===== src/rtl/alu_pkg.sv =====
// alu_pkg -- shared definitions for the alu_sched slice.
//   DW        : datapath width (4 bits)
//   OP_*      : ALU opcode constants
//   state_t   : scheduler FSM states; MUL exists only when ALU_SCHED_MUL_EN
//               is defined (optional shift-add multiplier).
package alu_pkg;

    localparam int DW = 4;

    localparam logic [2:0] OP_ADD = 3'b000;
    localparam logic [2:0] OP_SUB = 3'b001;
    localparam logic [2:0] OP_NOT = 3'b010;
    localparam logic [2:0] OP_AND = 3'b011;
    localparam logic [2:0] OP_OR  = 3'b100;
    localparam logic [2:0] OP_XOR = 3'b101;
    localparam logic [2:0] OP_SLT = 3'b110;
    localparam logic [2:0] OP_EQ  = 3'b111;

    typedef enum logic [1:0] {
        IDLE,
        EXEC,
`ifdef ALU_SCHED_MUL_EN
        MUL,
`endif
        RESP
    } state_t;

endpackage


===== src/rtl/alu_core.sv =====
// alu_core -- purely combinational 4-bit ALU.
// Ports:
//   a, b      : operands
//   op        : opcode (see alu_pkg OP_*)
//   c         : result
//   zero      : c==0, add/sub only (0 for every other opcode)
//   overflow  : signed two's-complement overflow, add/sub only
//   carry     : bit 4 of the 5-bit add result / borrow of sub
module alu_core
    import alu_pkg::*;
(
    input  logic [DW-1:0] a,
    input  logic [DW-1:0] b,
    input  logic [2:0]    op,
    output logic [DW-1:0] c,
    output logic          zero,
    output logic          overflow,
    output logic          carry
);

    logic [DW:0] sum;
    logic [DW:0] diff;

    assign sum  = {1'b0, a} + {1'b0, b};
    assign diff = {1'b0, a} - {1'b0, b};

    always_comb begin
        c        = '0;
        zero     = 1'b0;
        overflow = 1'b0;
        carry    = 1'b0;
        case (op)
            OP_ADD: begin
                c        = sum[DW-1:0];
                carry    = sum[DW];
                zero     = (sum[DW-1:0] == '0);
                // Same-sign operands producing a result of the other sign.
                overflow = (a[DW-1] == b[DW-1]) && (sum[DW-1] != a[DW-1]);
            end
            OP_SUB: begin
                c        = diff[DW-1:0];
                carry    = diff[DW];
                zero     = (diff[DW-1:0] == '0);
                overflow = (a[DW-1] != b[DW-1]) && (diff[DW-1] != a[DW-1]);
            end
            OP_NOT: c = ~a;
            OP_AND: c = a & b;
            OP_OR:  c = a | b;
            OP_XOR: c = a ^ b;
            OP_SLT: c = {{(DW-1){1'b0}}, ($signed(a) < $signed(b))};
            OP_EQ:  c = {{(DW-1){1'b0}}, (a == b)};
            default: c = '0;
        endcase
    end

endmodule


===== src/rtl/alu_sched.sv =====
// alu_sched -- two-port request scheduler in front of a single ALU.
// Optional feature macro: ALU_SCHED_MUL_EN (4-cycle shift-add multiplier).
// Ports:
//   clk, rst                 : clock, synchronous active-high reset
//   req_valid[1:0]           : per-port request valid
//   req_ready[1:0]           : per-port accept strobe (valid & ready)
//   req_op0/1, req_mul0/1    : opcode / multiply select per port
//   req_a0/b0, req_a1/b1     : operands per port
//   rsp_valid, rsp_ready     : response handshake (held until taken)
//   rsp_id, rsp_c            : source port, result
//   rsp_zero/overflow/carry  : result flags
//   rsp_err                  : unsupported request (mul with no multiplier)
// Parameter RR_EN: 1 = round-robin between ports, 0 = port 0 always wins.
module alu_sched
    import alu_pkg::*;
#(
    parameter int RR_EN = 1
)
(
    input  logic          clk,
    input  logic          rst,
    input  logic [1:0]    req_valid,
    output logic [1:0]    req_ready,
    input  logic [2:0]    req_op0,
    input  logic [2:0]    req_op1,
    input  logic          req_mul0,
    input  logic          req_mul1,
    input  logic [DW-1:0] req_a0,
    input  logic [DW-1:0] req_b0,
    input  logic [DW-1:0] req_a1,
    input  logic [DW-1:0] req_b1,
    output logic          rsp_valid,
    input  logic          rsp_ready,
    output logic          rsp_id,
    output logic [DW-1:0] rsp_c,
    output logic          rsp_zero,
    output logic          rsp_overflow,
    output logic          rsp_carry,
    output logic          rsp_err
);

    state_t        state_reg, state_next;
    logic [2:0]    op_reg;
    logic          mul_reg;
    logic [DW-1:0] a_reg, b_reg;
    logic          id_reg;
    logic          rr_last_reg;     // port granted most recently

    logic          rsp_id_reg, rsp_zero_reg, rsp_overflow_reg, rsp_carry_reg, rsp_err_reg;
    logic [DW-1:0] rsp_c_reg;

    logic          grant;
    logic          accept;
    logic [2:0]    sel_op;
    logic          sel_mul;
    logic [DW-1:0] sel_a, sel_b;

    logic [DW-1:0] alu_a, alu_b, alu_c;
    logic [2:0]    alu_op;
    logic          alu_zero, alu_overflow, alu_carry;

`ifdef ALU_SCHED_MUL_EN
    // Product register {hi_reg, lo_reg}; lo_reg starts as the multiplier and
    // is shifted out LSB first while product bits shift in from the top.
    logic [DW-1:0] hi_reg, lo_reg;
    logic [1:0]    cnt_reg;
    logic [DW-1:0] hi_step, lo_step;
`endif

    // Arbitration: a lone valid port wins; a tie goes to the port not
    // granted last (round-robin) or to port 0 (fixed priority).
    always_comb begin
        if (req_valid == 2'b11) begin
            grant = (RR_EN != 0) ? ~rr_last_reg : 1'b0;
        end else begin
            grant = ~req_valid[0];
        end
    end

    genvar gi;
    generate
        for (gi = 0; gi < 2; gi++) begin : g_ready
            assign req_ready[gi] = (state_reg == IDLE) && !rst && req_valid[gi]
                                   && (grant == 1'(gi));
        end
    endgenerate

    assign accept  = |req_ready;
    assign sel_op  = grant ? req_op1  : req_op0;
    assign sel_mul = grant ? req_mul1 : req_mul0;
    assign sel_a   = grant ? req_a1   : req_a0;
    assign sel_b   = grant ? req_b1   : req_b0;

    // ALU operand mux: latched request normally; during MUL the add path
    // accumulates the multiplicand into the high half of the product.
    always_comb begin
        alu_a  = a_reg;
        alu_b  = b_reg;
        alu_op = op_reg;
`ifdef ALU_SCHED_MUL_EN
        if (state_reg == MUL) begin
            alu_a  = hi_reg;
            alu_b  = lo_reg[0] ? a_reg : '0;
            alu_op = OP_ADD;
        end
`endif
    end

    alu_core u_alu_core (
        .a        (alu_a),
        .b        (alu_b),
        .op       (alu_op),
        .c        (alu_c),
        .zero     (alu_zero),
        .overflow (alu_overflow),
        .carry    (alu_carry)
    );

`ifdef ALU_SCHED_MUL_EN
    assign hi_step = {alu_carry, alu_c[DW-1:1]};
    assign lo_step = {alu_c[0], lo_reg[DW-1:1]};
`endif

    always_comb begin
        state_next = state_reg;
        case (state_reg)
            IDLE: begin
                if (accept) begin
`ifdef ALU_SCHED_MUL_EN
                    state_next = sel_mul ? MUL : EXEC;
`else
                    state_next = EXEC;
`endif
                end
            end
            EXEC: state_next = RESP;
`ifdef ALU_SCHED_MUL_EN
            MUL:  if (cnt_reg == 2'd3) state_next = RESP;
`endif
            RESP: if (rsp_ready) state_next = IDLE;
            default: state_next = IDLE;
        endcase
    end

    always_ff @(posedge clk) begin
        if (rst) begin
            state_reg        <= IDLE;
            op_reg           <= '0;
            mul_reg          <= 1'b0;
            a_reg            <= '0;
            b_reg            <= '0;
            id_reg           <= 1'b0;
            rr_last_reg      <= 1'b1;   // next tie goes to port 0
            rsp_id_reg       <= 1'b0;
            rsp_c_reg        <= '0;
            rsp_zero_reg     <= 1'b0;
            rsp_overflow_reg <= 1'b0;
            rsp_carry_reg    <= 1'b0;
            rsp_err_reg      <= 1'b0;
`ifdef ALU_SCHED_MUL_EN
            hi_reg           <= '0;
            lo_reg           <= '0;
            cnt_reg          <= '0;
`endif
        end else begin
            state_reg <= state_next;
            if (accept) begin
                op_reg      <= sel_op;
                mul_reg     <= sel_mul;
                a_reg       <= sel_a;
                b_reg       <= sel_b;
                id_reg      <= grant;
                rr_last_reg <= grant;
`ifdef ALU_SCHED_MUL_EN
                hi_reg      <= '0;
                lo_reg      <= sel_b;
                cnt_reg     <= '0;
`endif
            end
            if (state_reg == EXEC) begin
                rsp_id_reg <= id_reg;
                if (mul_reg) begin
                    // Only reachable without the multiplier: flag as unsupported.
                    rsp_c_reg        <= '0;
                    rsp_zero_reg     <= 1'b0;
                    rsp_overflow_reg <= 1'b0;
                    rsp_carry_reg    <= 1'b0;
                    rsp_err_reg      <= 1'b1;
                end else begin
                    rsp_c_reg        <= alu_c;
                    rsp_zero_reg     <= alu_zero;
                    rsp_overflow_reg <= alu_overflow;
                    rsp_carry_reg    <= alu_carry;
                    rsp_err_reg      <= 1'b0;
                end
            end
`ifdef ALU_SCHED_MUL_EN
            if (state_reg == MUL) begin
                hi_reg  <= hi_step;
                lo_reg  <= lo_step;
                cnt_reg <= cnt_reg + 2'd1;
                if (cnt_reg == 2'd3) begin
                    rsp_id_reg       <= id_reg;
                    rsp_c_reg        <= lo_step;
                    rsp_zero_reg     <= (lo_step == '0);
                    rsp_overflow_reg <= (hi_step != '0);
                    rsp_carry_reg    <= 1'b0;
                    rsp_err_reg      <= 1'b0;
                end
            end
`endif
        end
    end

    assign rsp_valid    = (state_reg == RESP);
    assign rsp_id       = rsp_id_reg;
    assign rsp_c        = rsp_c_reg;
    assign rsp_zero     = rsp_zero_reg;
    assign rsp_overflow = rsp_overflow_reg;
    assign rsp_carry    = rsp_carry_reg;
    assign rsp_err      = rsp_err_reg;

endmodule

===== config.mk =====
export PLATFORM = sky130hd
export DESIGN_NAME = alu_sched
export DESIGN_NICKNAME = d
export VERILOG_FILES = /design/src/rtl/alu_pkg.sv /design/src/rtl/alu_core.sv /design/src/rtl/alu_sched.sv
export SDC_FILE = /design/constraint.sdc
export NUM_CORES = 1
export LEC_CHECK = 0
export BUFFER_PORTS_ARGS = -buffer_cell sky130_fd_sc_hd__buf_2
export CAP_MARGIN = 15
export CELL_PAD_IN_SITES_DETAIL_PLACEMENT = 0
export CELL_PAD_IN_SITES_GLOBAL_PLACEMENT = 1
export CORE_ASPECT_RATIO = 2
export CORE_UTILIZATION = 35
export CTS_BUF_LIST = sky130_fd_sc_hd__clkbuf_8
export DETAILED_ROUTE_END_ITERATION = 10
export PLACE_DENSITY = 0.76
export RECOVER_POWER = 100
export SYNTH_ARGS = -nofsm -noshare
export SYNTH_HDL_FRONTEND = slang
export SYNTH_SLANG_ARGS = --single-unit

===== constraint.sdc =====
create_clock -name clk -period 2 [get_ports clk]
set_input_delay 0.4 -clock clk [delete_from_list [all_inputs] [get_ports clk]]
set_output_delay 0.4 -clock clk [all_outputs]
set_load 0.01 [all_outputs]

==> impl_metrics.csv <==
group,metric,value,unit
outcome,status,"finished with violations",
outcome,violations,"setup timing",
synth,yosys.area.top_type,"dfxtp_1",
worst_setup_path,cp-end-kind,"flip-flop",
finish,drive_above_1_share,27.7,%
die,die_h,99.9,µm
synth,synth_edf_count,0,
die,core,0.00460,mm²
synth,yosys-top-cells-count,"dfxtp_1 (25), nor2_1 (25), a21oi_1 (17)",
synth,ys_top_cells_by_area,"dfxtp_1 (30%), ha_1 (9.0%), mux2i_1 (8.4%)",
power,power,0.00145,W
placement,gp_congestion,0.891,
synth,ys_seq_area_share,29.9,%
worst_hold_path,worstHoldPathType,"in2reg",
synth,async_flop_share,0,%
routing,drc,0,
die,ios,41,
placement,numPortBuffers,40,
power,p_per_area,675,mW/mm²
routing,routed_wl,4060,µm
synth,avgSynthCellArea,8.43,µm²
synth,syn_area,0.00168,mm²
worst_setup_path,worstPathArrival,2300,ps
grt,grt_pass1_wl,6720,µm
routing,vias,1603,
timing,rsz0062_at_grt,"true",
grt,grt_usage,17.2,%
timing,fmax,479,MHz
timing,period_minus_slack,2090,ps
synth,ys_dominant_reg_cell,"dfxtp_1",
die,rows,35,
finish,n_antenna_cell,0,
die,design.die.area,0.00509,mm²
die,die_x,50.9,µm
routing,wl_per_cell,13.2,µm
die,initial_utilization,36.5,%
cts,worstSkewPairLatency,270,ps
cts,clock-sinks,25,
cts,root_buffer,"clkbuf_8",
worst_setup_path,path_class,"reg2reg",
timing,worstMarginPinSlew,818,ps
synth,synth_top_area_share,29.9,%
cts,cts_tree,"built",
grt,antenna_found_initial,0,
synth,synth.distinct_cells,43,
worst_setup_path,worstSetupStartpointType,"flip-flop",
synth,yosys_warnings,0,
synth,synth_seq_cells,25,
routing,postRouteAntennaNets,0,
timing,finalCritPeriodShare,104,%
worst_setup_path,required,2210,ps
power,total_leakage_power,0.907,nW
cts,clkTransAtPathRegs,90,ps
power,peakVddDrop,0.530,mV
cts,holdBufCountCts,0,
timing,slew_headroom,45.3,%
grt,grt_pass1_vias,1501,
timing,worst_slack,-88.6,ps
finish,final_area,0.00215,mm²
timing,hold_viol_final,0,
cts,cts.path.max_buffers,2,
cts,h-tree-depth,1,
finish,nets,297,
routing,drtPass1Iterations,4,
placement,dp_cells,304,
worst_setup_path,worstPathCellList,"ha_4, inv_2, fa_1, or4b_4, nor4b_4, nand2b_1, and3_1, o21ai_1",
synth,synthCells,199,
cts,cts_buffers,3,
grt,grt_overflow,0,
worst_setup_path,slowest_delay,480,ps
timing,drv_slew,0,
synth,synth_nets,242,
routing,dr.first_iter.drc_count,25,
placement,dpl_cell_area,0.00209,mm²
worst_setup_path,critPathMaxFanout,2,
placement,hpwlAfterDp,3310,µm
timing,setup_viol,1,
timing,fin_skew,5.06,ps
finish,area_delta_synth_final,28.0,%
cts,post_cts_buffers,0,
flow_run,maxCapViolCount,0,
worst_setup_path,cpMaxStageDelayCell,"or4b_4",
finish,layoutNonFillerInstCount,308,
grt,grt_max_degree,26,
routing,vias_per_cell,5.20,
[layout by cell type, fill, tap and decap left out, types with 4 or more instances in the layout]
cell,instances
ha_4,4
dfxtp_1,23
o21ai_0,6
nor3_1,4
nand2_1,7
xnor2_1,5
ha_1,8
nor2b_1,4
clkbuf_1,13
nand2b_1,4
inv_1,10
a21oi_1,17
nor2_1,25
buf_2,28
a211oi_1,13
buf_4,17
mux2i_1,14
[report_power, final]
part	internal, W	total (W)	switching, W
registers	0.000547	0.000586	0.0000385
clock network	0.000140	0.000309	0.000169
logic	0.000260	0.000554	0.000294
[critical path, delay by kind of cell (launching register included)]
kind / cells / cell delay (ps)
fa+ha+maj: 2 / 590
buf+inv: 1 / 30
compound gates: 1 / 100
simple gates: 4 / 950
flops: 1 / 360
[area by class of cell]
type,count,area (µm²)
Tap cell,55,68.8
Fill cell,490,2450
Clock inverter,1,5.00
Multi-Input combinational cell,149,1130
Inverter,13,48.8
Timing Repair Buffer,62,344
Clock buffer,3,41.3
Sequential cell,25,503
[worst paths after layout]
path | startpoint | to | slack (ps) | depth (start not counted)
setup / recovery | a_reg[0]$_SDFFE_PP0P_ | rsp_zero$_SDFFE_PP0N_ | -90 | 8
hold / removal | rsp_ready | state_reg[1]$_SDFFE_PP0P_ | 380 | 3
setup reg to reg | a_reg[0]$_SDFFE_PP0P_ | rsp_zero$_SDFFE_PP0N_ | -90 | 8
hold reg to reg | rsp_zero$_SDFFE_PP0N_ | rsp_zero$_SDFFE_PP0N_ | 450 | 2
[routing by layer]
layer / part of all wire [%] / track usage (%)
met5: 0 / 0
met4: 3.2 / 8.33
met3: 2.6 / 1.82
met2: 59 / 34.2
met1: 35 / 16.3
[logic make-up after synthesis]
kind of cell    count (synthesis)  share of synthesized area (%)
compound gates                 56                           21.8
xor+xnor                        6                           3.13
fa+ha+maj                      14                           11.3
buf+inv                        25                           5.97
flops                          25                           29.9
mux                            14                           8.36
simple gates                   59                           19.6
[timing repair]
item                                    CTS  global route
hold endpoints to repair                  0             0
endpoints found under the setup margin    1             5
resized for setup                         0             8
pin swaps                                 2             3
[stage by stage]
| stage | TNS, ps | setup WS [ps] | hold WS (ps) | utilization, % |
|---|---|---|---|---|
| 6_report | -88.6 | -88.6 | 380 | 46.7 |
| 5_1_grt | -712 | -222 | 385 | 46.7 |
| 4_1_cts | -97.1 | -97.1 | 383 | 46.4 |
| 3_5_place_dp | -141 | -141 | 437 | 45.4 |
| 3_3_place_gp | -107 | -107 | 432 | 45.4 |
| 2_1_floorplan | -116 | -116 | 461 | - |
Note: power is estimated with default switching activity, not from simulation.
